[config.mk]
export PLATFORM = sky130hd
export DESIGN_NAME = mips_reg_wb_arbiter
export DESIGN_NICKNAME = d
export VERILOG_FILES = /design/src/rtl/mips_reg_wb_arbiter.sv
export SDC_FILE = /design/constraint.sdc
export NUM_CORES = 1
export LEC_CHECK = 0
export ABC_AREA = 1
export ABC_CLOCK_PERIOD_IN_PS = 1840
export CAP_MARGIN = 20
export CORE_ASPECT_RATIO = 1.2
export CORE_MARGIN = 1.5
export CORE_UTILIZATION = 29
export CTS_BUF_LIST = sky130_fd_sc_hd__clkbuf_4 sky130_fd_sc_hd__clkbuf_8 sky130_fd_sc_hd__clkbuf_16
export DETAILED_ROUTE_END_ITERATION = 16
export PLACE_DENSITY_LB_ADDON = 0.3
export SKIP_CTS_REPAIR_TIMING = 1
export SLEW_MARGIN = 20
export SYNTH_ARGS = -nofsm -noshare
export SYNTH_HDL_FRONTEND = slang
export SYNTH_SLANG_ARGS = --single-unit
[constraint.sdc]
create_clock -name CLK -period 1.84 [get_ports CLK]
set_input_delay 0.276 -clock CLK [delete_from_list [all_inputs] [get_ports CLK]]
set_output_delay 0.276 -clock CLK [all_outputs]
set_load 0.1 [all_outputs]
[src/rtl/mips_reg_wb_arbiter.sv]
// Writeback arbiter: ALU (A) and load (M) one-entry slots share one registered register-file write port.
// Optional combinational forwarding of pending writes is built when REGWB_BYPASS_EN is defined.
module mips_reg_wb_arbiter #(
    parameter int DATA_W = 32,
    parameter int ADDR_W = 5
) (
    input  logic              CLK,
    input  logic              rst,
    input  logic              a_valid,
    input  logic [ADDR_W-1:0] a_addr,
    input  logic [DATA_W-1:0] a_data,
    output logic              a_ready,
    input  logic              m_valid,
    input  logic [ADDR_W-1:0] m_addr,
    input  logic [DATA_W-1:0] m_data,
    output logic              m_ready,
    output logic              reg_write,
    output logic [ADDR_W-1:0] reg_write_addr,
    output logic [DATA_W-1:0] reg_write_data,
    output logic              busy,
    input  logic [ADDR_W-1:0] byp_addr1,
    input  logic [ADDR_W-1:0] byp_addr2,
    output logic              byp_hit1,
    output logic              byp_hit2,
    output logic [DATA_W-1:0] byp_data1,
    output logic [DATA_W-1:0] byp_data2
);

    logic              a_full_q, a_full_d;
    logic [ADDR_W-1:0] a_addr_q, a_addr_d;
    logic [DATA_W-1:0] a_data_q, a_data_d;
    logic              m_full_q, m_full_d;
    logic [ADDR_W-1:0] m_addr_q, m_addr_d;
    logic [DATA_W-1:0] m_data_q, m_data_d;
    logic              rr_ptr_q, rr_ptr_d;
    logic              m_older_q, m_older_d;
    logic              we_q, we_d;
    logic [ADDR_W-1:0] wa_q, wa_d;
    logic [DATA_W-1:0] wd_q, wd_d;

    logic grant_a, grant_m;
    logic a_cap, m_cap;

    // Same nonzero destination in both slots must retire oldest-first; otherwise round-robin.
    always_comb begin
        grant_a = 1'b0;
        grant_m = 1'b0;
        if (a_full_q && m_full_q) begin
            if ((a_addr_q == m_addr_q) && (a_addr_q != '0)) begin
                grant_m = m_older_q;
                grant_a = !m_older_q;
            end else begin
                grant_m = rr_ptr_q;
                grant_a = !rr_ptr_q;
            end
        end else begin
            grant_a = a_full_q;
            grant_m = m_full_q;
        end
    end

    assign a_ready = !rst && (!a_full_q || grant_a);
    assign m_ready = !rst && (!m_full_q || grant_m);
    assign a_cap   = a_valid && a_ready;
    assign m_cap   = m_valid && m_ready;

    always_comb begin
        a_full_d  = a_full_q && !grant_a;
        a_addr_d  = a_addr_q;
        a_data_d  = a_data_q;
        m_full_d  = m_full_q && !grant_m;
        m_addr_d  = m_addr_q;
        m_data_d  = m_data_q;
        rr_ptr_d  = (a_full_q && m_full_q) ? !rr_ptr_q : rr_ptr_q;
        m_older_d = m_older_q;
        we_d      = 1'b0;
        wa_d      = wa_q;
        wd_d      = wd_q;

        if (a_cap) begin
            a_full_d = 1'b1;
            a_addr_d = a_addr;
            a_data_d = a_data;
        end
        if (m_cap) begin
            m_full_d = 1'b1;
            m_addr_d = m_addr;
            m_data_d = m_data;
        end

        // A fresh A entry is younger than a surviving M entry, and simultaneous captures rank M older.
        if (a_cap) begin
            m_older_d = 1'b1;
        end else if (m_cap) begin
            m_older_d = 1'b0;
        end

        if (grant_a && (a_addr_q != '0)) begin
            we_d = 1'b1;
            wa_d = a_addr_q;
            wd_d = a_data_q;
        end else if (grant_m && (m_addr_q != '0)) begin
            we_d = 1'b1;
            wa_d = m_addr_q;
            wd_d = m_data_q;
        end
    end

    always_ff @(posedge CLK) begin
        if (rst) begin
            a_full_q  <= 1'b0;
            a_addr_q  <= '0;
            a_data_q  <= '0;
            m_full_q  <= 1'b0;
            m_addr_q  <= '0;
            m_data_q  <= '0;
            rr_ptr_q  <= 1'b0;
            m_older_q <= 1'b0;
            we_q      <= 1'b0;
            wa_q      <= '0;
            wd_q      <= '0;
        end else begin
            a_full_q  <= a_full_d;
            a_addr_q  <= a_addr_d;
            a_data_q  <= a_data_d;
            m_full_q  <= m_full_d;
            m_addr_q  <= m_addr_d;
            m_data_q  <= m_data_d;
            rr_ptr_q  <= rr_ptr_d;
            m_older_q <= m_older_d;
            we_q      <= we_d;
            wa_q      <= wa_d;
            wd_q      <= wd_d;
        end
    end

    assign reg_write      = we_q;
    assign reg_write_addr = wa_q;
    assign reg_write_data = wd_q;
    assign busy           = a_full_q | m_full_q | we_q;

`ifdef REGWB_BYPASS_EN
    logic [ADDR_W-1:0] byp_rd   [2];
    logic              byp_hit  [2];
    logic [DATA_W-1:0] byp_data [2];

    assign byp_rd[0] = byp_addr1;
    assign byp_rd[1] = byp_addr2;

    // Later matches override earlier ones: output register, then older slot, then younger slot.
    always_comb begin
        for (int i = 0; i < 2; i++) begin
            byp_hit[i]  = 1'b0;
            byp_data[i] = '0;
            if (byp_rd[i] != '0) begin
                if (we_q && (wa_q == byp_rd[i])) begin
                    byp_hit[i]  = 1'b1;
                    byp_data[i] = wd_q;
                end
                if (m_older_q) begin
                    if (m_full_q && (m_addr_q == byp_rd[i])) begin
                        byp_hit[i]  = 1'b1;
                        byp_data[i] = m_data_q;
                    end
                    if (a_full_q && (a_addr_q == byp_rd[i])) begin
                        byp_hit[i]  = 1'b1;
                        byp_data[i] = a_data_q;
                    end
                end else begin
                    if (a_full_q && (a_addr_q == byp_rd[i])) begin
                        byp_hit[i]  = 1'b1;
                        byp_data[i] = a_data_q;
                    end
                    if (m_full_q && (m_addr_q == byp_rd[i])) begin
                        byp_hit[i]  = 1'b1;
                        byp_data[i] = m_data_q;
                    end
                end
            end
        end
    end

    assign byp_hit1  = byp_hit[0];
    assign byp_hit2  = byp_hit[1];
    assign byp_data1 = byp_data[0];
    assign byp_data2 = byp_data[1];
`else
    logic unused_byp;
    assign unused_byp = ^{byp_addr1, byp_addr2};
    assign byp_hit1   = 1'b0;
    assign byp_hit2   = 1'b0;
    assign byp_data1  = '0;
    assign byp_data2  = '0;
`endif

endmodule

# Yosys cells after proc, flatten, opt, wreduce, memory -nomap -nowiden
# Cells that the tools add are included.
[totals] regBits=116 in_bits=88 out_inout_bits=107 elab_cells=51
[classes] n_eq_ne=1 muxes=14 n_bitwise=2 reduce_logical=23
[ops] op="$mux 32" count=2
[ops] op="$logic_and 1x1->1" count=10
[ops] op="$mux 1" count=10
[ops] op="$mux 5" count=2
[ops] op="$reduce_bool 5->1" count=2
[ops] op="$logic_not 1->1" count=7
[ops] op="$eq 5x5->1" count=1
[ops] op="$reduce_bool 2->1" count=2
[ops] op="$logic_or 1x1->1" count=2
[ops] op="$or 1x1->1" count=2

# Logic depth before layout (Yosys ltp)
[logic_depth] ltp_word=9 depth_mapped=16 depth_no_buf=15

# Worst setup path before layout
# OpenSTA, ideal clock, no wires.
[synth_path] path_kind="flip-flop to output port" startpoint="register we_q (netlist: reg_write)" endpoint="output busy" arrival_ns=1.732 required_ns=1.564 path_slack_ns=-0.168 stages_incl_launch_ff=2 path_buffers=0 path_cell_list="dfxtp_1 > or3_1"
[synth_via] elab_chain_len=1
[synth_lines] element="start: declaration" line="37" text="logic we_q, we_d;"
[synth_lines] element="start signal: assignment" line="131" text="we_q <= we_d;"
[synth_lines] element="$or 1x1->1" line="140" text="assign busy = a_full_q | m_full_q | we_q;"
[synth_lines] element="end: declaration" line="20" text="output logic busy,"
# No other way between the ends.

# Worst setup path in the final report
[layout_path] startpoint="register a_addr_q[0]" endpoint="output m_ready"
[layout_via] elab_chain_len=6 word_cells_on_any_way=7 classes_between="1 x eq/ne; 2 x mux; 4 x reduce/logical"
[layout_lines] element="start: declaration" line="30" text="logic [ADDR_W-1:0] a_addr_q, a_addr_d;"
[layout_lines] element="start signal: assignment" line="124" text="a_addr_q <= a_addr_d;"
[layout_lines] element="$eq 5x5->1 or $reduce_bool 5->1 (tied branches)" line="49" text="if ((a_addr_q == m_addr_q) && (a_addr_q != '0)) begin"
[layout_lines] element="$logic_and 1x1->1 *" line="49"
[layout_lines] element="$mux 1 *" line="49"
[layout_lines] element="$mux 1 *" line="48" text="if (a_full_q && m_full_q) begin"
[layout_lines] element="$logic_or 1x1->1 *" line="63" text="assign m_ready = !rst && (!m_full_q || grant_m);"
[layout_lines] element="$logic_and 1x1->1 *" line="63"
[layout_lines] element="end: declaration" line="16" text="output logic m_ready,"
# Mark *: on every way between the ends. The rest lies on a longest branch, timed or not.

==> results.md <==
* Outcome: complete, but fails checks
* Violated checks: setup timing
* Top-count cell post-synth: nand3_1
* Cell Chain, Critical Path: buf_6 > nor2_4 > nand3_4 > nand2_2 > inv_2 > nand3_2 > nand2_2 > nand3_4 > nand2_2 > nand2_2 > inv_2 > buf_12 > buf_12
* Cells after synthesis at 708
* Hold Path Sink: a_data_q[29]
* First-pass GRT wire length at 23800 um
* Worst R2R Path Depth at 16
* Total CTS buffers at 17
* Clk sinks at 116
* Seq/Total Area, Yosys at 0.425
* Kind of end point of the critical path: primary output
* DP Wirelength at 11400 um
* Crit path top cell by count: nand2_2
* Wire per inst at 15.2 um
* Worst setup path class: reg2out
* Skew final at 0.00733 ns
* Top Ports at 195
* Final period util at 1.16
* Largest net degree at the start of global routing at 84
* Starting Density at 0.298
* Die height at 153 um
* Final RePlAce weighted congestion at 0.840
* Synth Cell Area at 5460 sq um
* Hold depth at 3
* H-tree lvl count at 4
* Clock slew at reported path FFs at 0.05 ns
* Max Cap Viol at 0
* Setup-failing EPs final at 44
* Root Driver: clkbuf_16
* Die X at 128 um
* Hold Crit Start: a_data[29]
* Synth top cells by count: nand3_1 (183), nand2_1 (167), dfxtp_1 (116)
* Worst r2r src: a_addr_q[0]
* Layout Cells excl Fill at 1127
* Synth top area share at 0.425
* Library cells used by synthesis at 29
* First-pass DRT Iterations at 5
* Setup WS post-layout at -0.287 ns
* Final Max Slew Viols at 0
* Reg2Reg Setup Slack at -0.18 ns
* Initial antenna violation count at 0
* Final hold viol count at 0
* Post-route ant nets at 0
* Post-route cell area at 7910 sq um
* R2R Path End: a_data_q[22]
* Vias at 5068
* RSZ-0062 raised after global routing: yes
* Global Route Usage Sum at 0.161
* Syn_area_per_cell at 7.71 sq um
* Inserted Diodes at 0
* Hold crit path type: in2reg
* Peak VDD IR at 0.640 mV
* Largest area contributor in the netlist: dfxtp_1
* Number of global-route vias before repair at 4494
* Total grt overflow at 0
* Nets at 951
* CP Max Fanout at 5
* CTS Buffer Depth at 2
* Crit path launch type: flop
* Pleak at 3.61 nW
* Total placed instance area at 6720 sq um
* DRC at 0
* Synthesized flop and latch total at 116
* Cell Pwr Density at 1020 nW/um^2
* DP Cell Count at 1069
* CTS tree: yes
* Core area at 18300 sq um
* Final min period at 2.13 ns
* CP max stage delay at 0.36 ns
* Warnings, synthesis at 0
* Peak Freq at 470 MHz
* DRT iter0 DRCs at 248
* FFs w/ async S/R, synth at 0
* DR vias/cell at 4.50
* Layout cells sized above 1 at 0.245
* Area Overhead vs Synth at 44.9%
* WL final at 17200 um
* Row Count at 54
* Worst path arrival time at 1.85 ns
* Top cells by area, synth: dfxtp_1 (43%), nand3_1 (17%), nand2_1 (11%), buf_4 (10%), o21ai_2 (4.8%)
* Critical path's slowest cell: dfxtp_4
* Post-synth EDFFs at 0
* Most used DFF post-synth: dfxtp_1
* I/O Buffers at 118
* Skew-Pair Late Insertion Delay at 0.42 ns
* Critical Path RT at 1.56 ns
* Die footprint at 19700 sq um
==> routing by layer <==
layer  GRT usage  vias up  part of all wire
met2       0.276      184              0.51
met5           0        -                 0
li1            -     2517                 -
met4      0.0722        0             0.023
met1       0.186     2338              0.40
met3      0.0420       29             0.062
==> logic make-up (layout without fill, tap and decap cells) <==
group,count (synthesis),count (layout),synth area share
other cells,1,66,0.000687
flops,116,116,0.425
simple gates,381,381,0.322
compound gates,53,53,0.0710
xor+xnor,5,5,0.00802
buf+inv,152,254,0.173
==> registers in the layout, indices dropped and copies added, names as in the netlist <==
name / flops
a_data_q: 32
m_data_q: 32
reg_write_data: 32
a_addr_q: 5
m_addr_q: 5
reg_write_addr: 5
a_full_q: 1
m_full_q: 1
m_older_q: 1
reg_write: 1
rr_ptr_q: 1
==> cell usage in the layout, fill, tap and decap left out, types with 8 or more instances in the layout <==
cell             count
nand3_1            182
nand2_1            159
dfxtp_1            107
clkdlybuf4s50_1     77
buf_4               73
conb_1              66
o21ai_2             30
inv_1               27
clkbuf_16           25
buf_12              14
buf_6               11
a21oi_1             10
nand4_1              8
==> worst max-delay path by stage <==
stage                start            endpoint  slack, ns  cells after the start
5_1_grt        m_addr_q[0]             m_ready      -0.38                     13
3_5_place_dp   m_addr_q[0]  reg_write_data[25]      -0.04                     12
3_3_place_gp   m_addr_q[0]         a_data_q[8]      -0.05                     14
2_1_floorplan  a_addr_q[4]             m_ready       0.01                     11
6_report       a_addr_q[0]             m_ready      -0.29                     13
4_1_cts        m_addr_q[0]             m_ready      -0.42                     12
==> stage by stage <==
step / utilization / hold WS [ns] / TNS (ns) / total power, mW / setup slack [ns]
floorplan: - / 0.389 / 0 / 4.30 / 0.00993
global placement: 0.367 / 0.451 / -0.597 / 4.64 / -0.0494
global route: 0.432 / 0.428 / -13.36 / 8.35 / -0.381
CTS: 0.399 / 0.405 / -2.70 / 7.92 / -0.419
finish: 0.432 / 0.410 / -5.89 / 8.08 / -0.287
detailed placement: 0.367 / 0.457 / -0.518 / 4.66 / -0.0427
==> critical path, delay by kind of cell (launching register included) <==
kind,cells,cell delay [ns]
AND/OR/NAND/NOR,8,0.58
buffers and inverters,5,0.49
flip-flops,1,0.36
==> where the power goes <==
part / leakage [nW] / switching [mW] / internal, mW
Clock: 0.296 / 1.12 / 2.15
Combinational: 2.36 / 1.44 / 0.576
Sequential: 0.957 / 0.110 / 2.68
Total: 3.61 / 2.67 / 5.41
==> area by class of cell <==
type	instances	area (sq um)
timing repair inverter	1	8.76
inverter	37	169
timing repair buffer	185	1950
clock buffer	26	505
sequential	116	2340
fill	1848	10400
multi-input combinational	505	2540
tap	252	315
clock inverter	5	75.1
No activity file was read; power rests on OpenSTA's default activity.
